[src/rtl/ps2_rx_frame.sv]
// PS/2 device-to-host receive engine: pin synchronisers, clock glitch filter, 11-bit frame deserialiser
// and a one-entry valid/ready output register. Defining PS2_RX_TIMEOUT_EN adds an inter-edge timeout.
module ps2_rx_frame #(
    parameter int SYNC_STAGES = 2,
    parameter int FILT_LEN    = 4,
    parameter int TIMEOUT_CYC = 50000
) (
    input  logic       clk_i,
    input  logic       rst_n_i,
    input  logic       en_i,
    input  logic       ps2_clk_i,
    input  logic       ps2_dat_i,
    output logic [7:0] dat_o,
    output logic       valid_o,
    input  logic       ready_i,
    output logic       par_err_o,
    output logic       frm_err_o,
    output logic       ovf_o,
    output logic       busy_o
);

    // Filter counter only ever holds 0..FILT_LEN-1; the flip happens on the cycle it would reach FILT_LEN.
    localparam int CNT_W = (FILT_LEN < 2) ? 1 : $clog2(FILT_LEN);

    typedef enum logic [1:0] {ST_IDLE, ST_DATA, ST_PARITY, ST_STOP} state_t;

    logic [SYNC_STAGES-1:0] clk_sync_reg;
    logic [SYNC_STAGES-1:0] dat_sync_reg;
    logic                   clk_s;
    logic                   dat_s;

    logic                   filt_level_reg;
    logic [CNT_W-1:0]       filt_cnt_reg;
    logic                   differ;
    logic                   flip;
    logic                   fall;

    state_t                 state_reg;
    logic [2:0]             bit_cnt_reg;
    logic [7:0]             shift_reg;
    logic                   parity_reg;
    logic                   busy_reg;
    logic [7:0]             dat_reg;
    logic                   valid_reg;
    logic                   par_err_reg;
    logic                   frm_err_reg;
    logic                   ovf_reg;
    logic                   deliver;
    logic                   accept;
    logic                   timeout;

    always_ff @(posedge clk_i or negedge rst_n_i) begin
        if (!rst_n_i) begin
            clk_sync_reg <= '1;
            dat_sync_reg <= '1;
        end else begin
            clk_sync_reg <= {clk_sync_reg[SYNC_STAGES-2:0], ps2_clk_i};
            dat_sync_reg <= {dat_sync_reg[SYNC_STAGES-2:0], ps2_dat_i};
        end
    end

    assign clk_s = clk_sync_reg[SYNC_STAGES-1];
    assign dat_s = dat_sync_reg[SYNC_STAGES-1];

    assign differ = (clk_s != filt_level_reg);
    assign flip   = differ && (filt_cnt_reg == CNT_W'(FILT_LEN - 1));
    assign fall   = flip && filt_level_reg;

    always_ff @(posedge clk_i or negedge rst_n_i) begin
        if (!rst_n_i) begin
            filt_level_reg <= 1'b1;
            filt_cnt_reg   <= '0;
        end else if (!differ) begin
            filt_cnt_reg   <= '0;
        end else if (flip) begin
            filt_level_reg <= ~filt_level_reg;
            filt_cnt_reg   <= '0;
        end else begin
            filt_cnt_reg   <= filt_cnt_reg + 1'b1;
        end
    end

`ifdef PS2_RX_TIMEOUT_EN
    logic [31:0] to_cnt_reg;

    // A fall pulse in the expiry cycle restarts the count instead of timing out.
    assign timeout = en_i && !fall && (state_reg != ST_IDLE) && (to_cnt_reg == 32'(TIMEOUT_CYC - 1));

    always_ff @(posedge clk_i or negedge rst_n_i) begin
        if (!rst_n_i) begin
            to_cnt_reg <= '0;
        end else if (fall || (state_reg == ST_IDLE)) begin
            to_cnt_reg <= '0;
        end else begin
            to_cnt_reg <= to_cnt_reg + 32'd1;
        end
    end
`else
    // No timeout hardware: a stalled frame waits indefinitely.
    assign timeout = 1'b0 && (TIMEOUT_CYC > 0);
`endif

    assign deliver = en_i && fall && (state_reg == ST_STOP) && dat_s && (^shift_reg ^ parity_reg);
    assign accept  = valid_reg && ready_i;

    always_ff @(posedge clk_i or negedge rst_n_i) begin
        if (!rst_n_i) begin
            state_reg   <= ST_IDLE;
            bit_cnt_reg <= '0;
            shift_reg   <= '0;
            parity_reg  <= 1'b0;
            busy_reg    <= 1'b0;
            dat_reg     <= 8'h00;
            valid_reg   <= 1'b0;
            par_err_reg <= 1'b0;
            frm_err_reg <= 1'b0;
            ovf_reg     <= 1'b0;
        end else begin
            par_err_reg <= 1'b0;
            frm_err_reg <= 1'b0;
            ovf_reg     <= 1'b0;
            if (!en_i || timeout) begin
                state_reg   <= ST_IDLE;
                bit_cnt_reg <= '0;
                shift_reg   <= '0;
                busy_reg    <= 1'b0;
                frm_err_reg <= timeout;
            end else if (fall) begin
                case (state_reg)
                    ST_IDLE: begin
                        if (!dat_s) begin
                            state_reg   <= ST_DATA;
                            bit_cnt_reg <= '0;
                            busy_reg    <= 1'b1;
                        end
                    end
                    ST_DATA: begin
                        shift_reg   <= {dat_s, shift_reg[7:1]};
                        bit_cnt_reg <= bit_cnt_reg + 3'd1;
                        if (bit_cnt_reg == 3'd7) state_reg <= ST_PARITY;
                    end
                    ST_PARITY: begin
                        parity_reg <= dat_s;
                        state_reg  <= ST_STOP;
                    end
                    default: begin
                        state_reg <= ST_IDLE;
                        busy_reg  <= 1'b0;
                        if (!dat_s)                         frm_err_reg <= 1'b1;
                        else if (!(^shift_reg ^ parity_reg)) par_err_reg <= 1'b1;
                    end
                endcase
            end

            // One-entry output buffer: a byte arriving while full and not being drained is dropped.
            if (deliver) begin
                if (valid_reg && !ready_i) begin
                    ovf_reg <= 1'b1;
                end else begin
                    dat_reg   <= shift_reg;
                    valid_reg <= 1'b1;
                end
            end else if (accept) begin
                valid_reg <= 1'b0;
            end
        end
    end

    assign dat_o     = dat_reg;
    assign valid_o   = valid_reg;
    assign par_err_o = par_err_reg;
    assign frm_err_o = frm_err_reg;
    assign ovf_o     = ovf_reg;
    assign busy_o    = busy_reg;

endmodule
[config.mk]
export PLATFORM = sky130hd
export DESIGN_NAME = ps2_rx_frame
export DESIGN_NICKNAME = d
export VERILOG_FILES = /design/src/rtl/ps2_rx_frame.sv
export SDC_FILE = /design/constraint.sdc
export NUM_CORES = 1
export LEC_CHECK = 0
export BUFFER_PORTS_ARGS = -buffer_cell sky130_fd_sc_hd__buf_2
export CAP_MARGIN = 0
export CORE_MARGIN = 5
export CORE_UTILIZATION = 48
export CTS_CLUSTER_SIZE = 40
export DETAILED_ROUTE_END_ITERATION = 8
export PLACE_DENSITY = 0.67
export SETUP_SLACK_MARGIN = 0.05
export SLEW_MARGIN = 0
export SYNTH_ARGS = -nofsm -noshare
export SYNTH_HDL_FRONTEND = slang
export SYNTH_SLANG_ARGS = --single-unit
export TNS_END_PERCENT = 50
[constraint.sdc]
create_clock -name clk_i -period 2.1 [get_ports clk_i]
set_input_delay 0.21 -clock clk_i [delete_from_list [all_inputs] [get_ports clk_i]]
set_output_delay 0.21 -clock clk_i [all_outputs]
set_load 0.005 [all_outputs]
; Word level (Yosys, flattened, before mapping)
; Cells that the tools add are included.
[classes]
n_addsub = 2
n_bitwise = 3
muxes = 32
n_reduce_logical = 22
n_eq_ne = 13
[ops]
columns = op, n
row1 = $mux W8, 3
row2 = $mux W1, 17
row3 = $mux W2, 6
row4 = $reduce_and A3 Y1, 4
row5 = $mux W3, 3
row6 = $logic_and A1 B1 Y1, 8
row7 = $reduce_and A2 Y1, 4
row8 = $reduce_xor A8 Y1, 1
row9 = $eq A2 B2 Y1 const B, 3
row10 = $ne A3 B3 Y1 const B, 2
row11 = $pmux W2 S3, 1
row12 = $pmux W3 S2, 1
row13 = $ne A2 B1 Y1 const B, 2
row14 = $ne A2 B2 Y1 const B, 2
row15 = $add A3 B1 Y3 const B, 1
row16 = $eq A3 B3 Y1 const B, 1
row17 = $ne A3 B1 Y1 const B, 1
row18 = $reduce_or A3 Y1, 1
row19 = $add A2 B1 Y2 const B, 1
row20 = $eq A2 B1 Y1 const B, 1
row21 = $logic_not A2 Y1, 1
row22 = $not A1 Y1, 2
row23 = $pmux W1 S2, 1
row24 = $reduce_bool A2 Y1, 1
row25 = 4 further kinds, 4
[word_totals]
inputBits = 6
ff_bits = 34

; Depth between registers and ports, before layout
[depth]
ltp_word = 9
ltp_mapped = 7
depth_no_buf = 6

; Least setup slack after synthesis
; Ideal clock, no wire load.
[synth_timing]
path_type = reg-to-reg
startpoint = register shift_reg[3]
endpoint = register dat_reg[0], in the netlist dat_o[0]
n_path_buf = 0
t_arrival_ns = 1.677
path_slack_ns = 0.299
stages_incl_launch_ff = 5
cell_sequence = dfrtp_1 > xor2_1 > xnor3_2 > mux2i_4 > mux2_2
[synth_between]
elab_chain_cells = 4
[synth_rtl]
columns = item, line
row1 = from (decl), 40  ; logic [7:0] shift_reg;
row2 = from (signal assigned), 138  ; shift_reg <= {dat_s, shift_reg[7:1]};
row3 = $reduce_xor A8 Y1, 103  ; assign deliver = en_i && fall && (state_reg == ST_STOP) && dat_s && (^shift_reg ^ parity_reg);
row4 = $xor A1 B1 Y1, 103
row5 = $logic_and A1 B1 Y1, 103
row6 = $reduce_and A2 Y1 (no source line), -
row7 = to (signal assigned), 160  ; dat_reg <= shift_reg;
row8 = to (decl), 43  ; logic [7:0] dat_reg;
; Every way passes these cells.
; A chain may end at the register's enable or synchronous reset.

; Worst setup path in the final report
[layout_timing]
startpoint = register shift_reg[3]
endpoint = register dat_reg[1], in the netlist dat_o[1]
; The elaborated chain is that of the path after synthesis.

==> out/metrics.cfg <==
[synthesis]
synth_edf_count = 0
yosysUniqueCellTypes = 29
ys_top_cells_by_area = dfrtp_1 (47%), dfstp_2 (8.5%), mux2_2 (7.3%), ha_1 (6.4%), nand2_1 (4.8%)
synth_seq_cells = 34
yosysWarnings = 0
yosys.area.top_type_share_pct = 46.7
synth-main-ff-cell = dfrtp_1
syn_area_mm2 = 0.00155
yosys.area.top_type = dfrtp_1
seq_area_frac_synth_pct = 55.2
netlist_instances = 127
async_reset_ff_share_pct = 100
synth_area_per_cell_um2 = 12.2
synth_nets = 141

[timing]
maxSlewHeadroom_pct = 52.8
fmax_mhz = 522
timing.final.crit_period_ns = 1.91
fin_skew_ns = 0.00682
fin_hold_ws_ns = 0.207
finalHoldViolations = 0
finalMaxSlewViolations = 0
fin_setup_tns_ns = 0
max_slew.worst_pin.slew_ns = 0.708
min_period_over_period_pct = 91.1
finalSetupViolCount = 0
rsz0062_at_grt = no

[layout]
syn_to_final_growth_pct = 16.9
nets = 170
diodes = 0
fin_cells = 201
drive_gt1_share_pct = 29.9

[placed_design]
dp_cells = 189
portBuffers = 18
place.gp.congestion = 0.754
hpwlAfterDp_um = 1830

[pwr]
total_leakage_power_nw = 0.882
vdd_ir_drop_max_uv = 513
total_power_mw = 1.18
p_per_area_mw_per_mm2 = 648

[floorplan]
ioPinCount = 19
fp.dieW_um = 66.9
die_h_um = 66.9
fp.coreArea_mm2 = 0.00308
initial_core_util_pct = 50.4
dieArea_mm2 = 0.00447
row_count = 20

[flow_run]
drv_cap = 0

[grt]
grtUsageMet2_pct = 22.5
grt_usage_pct = 13.5
grt_util_met1_pct = 15.2
first_global_vias = 976
gr-usage-met3_pct = 4.22
busiest_layer = met2
grt_pass1_wl_um = 4340
overflow = 0
antenna_found_initial = 0
grt_max_degree = 35

[cts]
clockRootBuffer = clkbuf_4
tritoncts = done
clk_latency_ns = 0.33
numCtsBuffers = 5
path_clk_slew_ns = 0.10
clkSinkCount = 34
clockBufferDepth = 2
cts.htree.levels = 2

[worst_setup_path]
worstPathMaxFanout = 8
arrival_ns = 2.13
start_kind = flop
cp-end-kind = flop
worstPathRequired_ns = 2.31
critical_path_class = reg2reg

[detailed_routing]
drc_errors = 0
ant_nets = 0
vias_per_cell = 5.00
drtIter0Drc = 32
via_count = 1004
firstDrtPassIters = 4
post_drt_wl_per_cell_um = 12.9
drt-total-wl_um = 2590

[min_path]
hp-class = in2reg

[status]
status = finished, final reports clean

-- cells in the mapped netlist, drive strengths merged, types with 2 or more instances --
library cell and count:
nand2 20, nand3 2, ha 8, mux2 10, dfrtp 29, a211oi 3, a21oi 4, and4 2
clkbuf 2, mux2i 3, nor3 3, xnor3 2, a21boi 7, nand2b 4, nor2 4, inv 5
xnor2 4, dfstp 5, nand3b 2
-- stage by stage --
step / area, um2 / worst slack (ns) / utilization [%]
finish: 1820 / 0.186 / 59.0
global route: 1820 / 0.0989 / 59.0
CTS: 1800 / 0.101 / 58.3
detailed placement: 1710 / 0.133 / 55.4
global placement: 1710 / 0.172 / 55.4
floorplan: 1550 / 0.299 / -
-- per-layer routing --
| layer | vias to the layer above | part of all wire, % |
|---|---|---|
| met5 | - | 0 |
| met4 | 0 | 2.6 |
| met3 | 6 | 5.2 |
| met2 | 26 | 47 |
| met1 | 483 | 45 |
| li1 | 489 | - |
-- layout by cell type, fill, tap and decap left out, drive strengths merged --
master / n
xor2: 1
nand2b: 4
mux2i: 3
nand2: 20
buf: 21
and4b: 1
a21oi: 4
a221o: 1
and4bb: 1
dfstp: 5
clkinv: 1
mux2: 10
or2: 1
ha: 8
and2: 1
dfrtp: 29
nand3: 2
a211oi: 3
nand3b: 2
xnor2: 4
and4: 2
nor2: 4
a21boi: 7
nor3: 3
clkbuf: 7
dlygate4sd3: 3
xnor3: 2
nor2b: 1
o21ai: 1
inv: 5
-- report_power, final --
group          internal (mW)  total, mW  switching (mW)
Sequential             0.695      0.718          0.0230
Clock                  0.162      0.367           0.204
Combinational         0.0445     0.0910          0.0465
Total                  0.902       1.18           0.274
-- path summary, 6_finish.rpt --
| kind | from | endpoint | slack (ns) | depth (start not counted) |
|---|---|---|---|---|
| worst max-delay path | shift_reg[3]$_DFFE_PN0P_ | dat_o[1]$_DFFE_PN0P_ | 0.19 | 5 |
| worst min-delay path | en_i | shift_reg[6]$_DFFE_PN0P_ | 0.21 | 2 |
| worst max register to register | shift_reg[3]$_DFFE_PN0P_ | dat_o[1]$_DFFE_PN0P_ | 0.19 | 5 |
| worst min register to register | clk_sync_reg[0]$_DFF_PN1_ | clk_sync_reg[1]$_DFF_PN1_ | 0.36 | 0 |
| max in group asynchronous | rst_n_i | shift_reg[1]$_DFFE_PN0P_ | 1.19 | 2 |
| min in group asynchronous | rst_n_i | ovf_o$_DFF_PN0_ | 0.46 | 2 |
-- cell type report --
type,count,area [um2]
clock buffer,7,55.1
clock inverter,1,5.00
multi-input combinational,86,669
sequential,34,857
inverter,5,18.8
tap,44,55.1
fill,270,1260
timing repair buffer,24,155
-- kinds of logic after synthesis --
family	Yosys count	synth area share [%]
AO/OA/AOI/OAI	16	7.09
XOR/XNOR	7	5.80
adder cells (fa/ha/maj)	8	6.45
buffers and inverters	7	1.69
flip-flops	34	55.2
multiplexers	13	9.99
AND/OR/NAND/NOR	42	13.8
-- timing repair --
action	CTS	global route
hold endpoints to repair	31	0
hold buffers	3	0
setup buffers	0	1
endpoints found under the setup margin	0	8
gates resized for setup	0	0
-- critical path: stages (launching register included) --
cell and delay, ns:
dfrtp_1 0.43, xor2_1 0.20, xnor3_2 0.50, mux2i_4 0.20, buf_12 0.14, mux2_2 0.33
(Power assumes the default switching activity.)
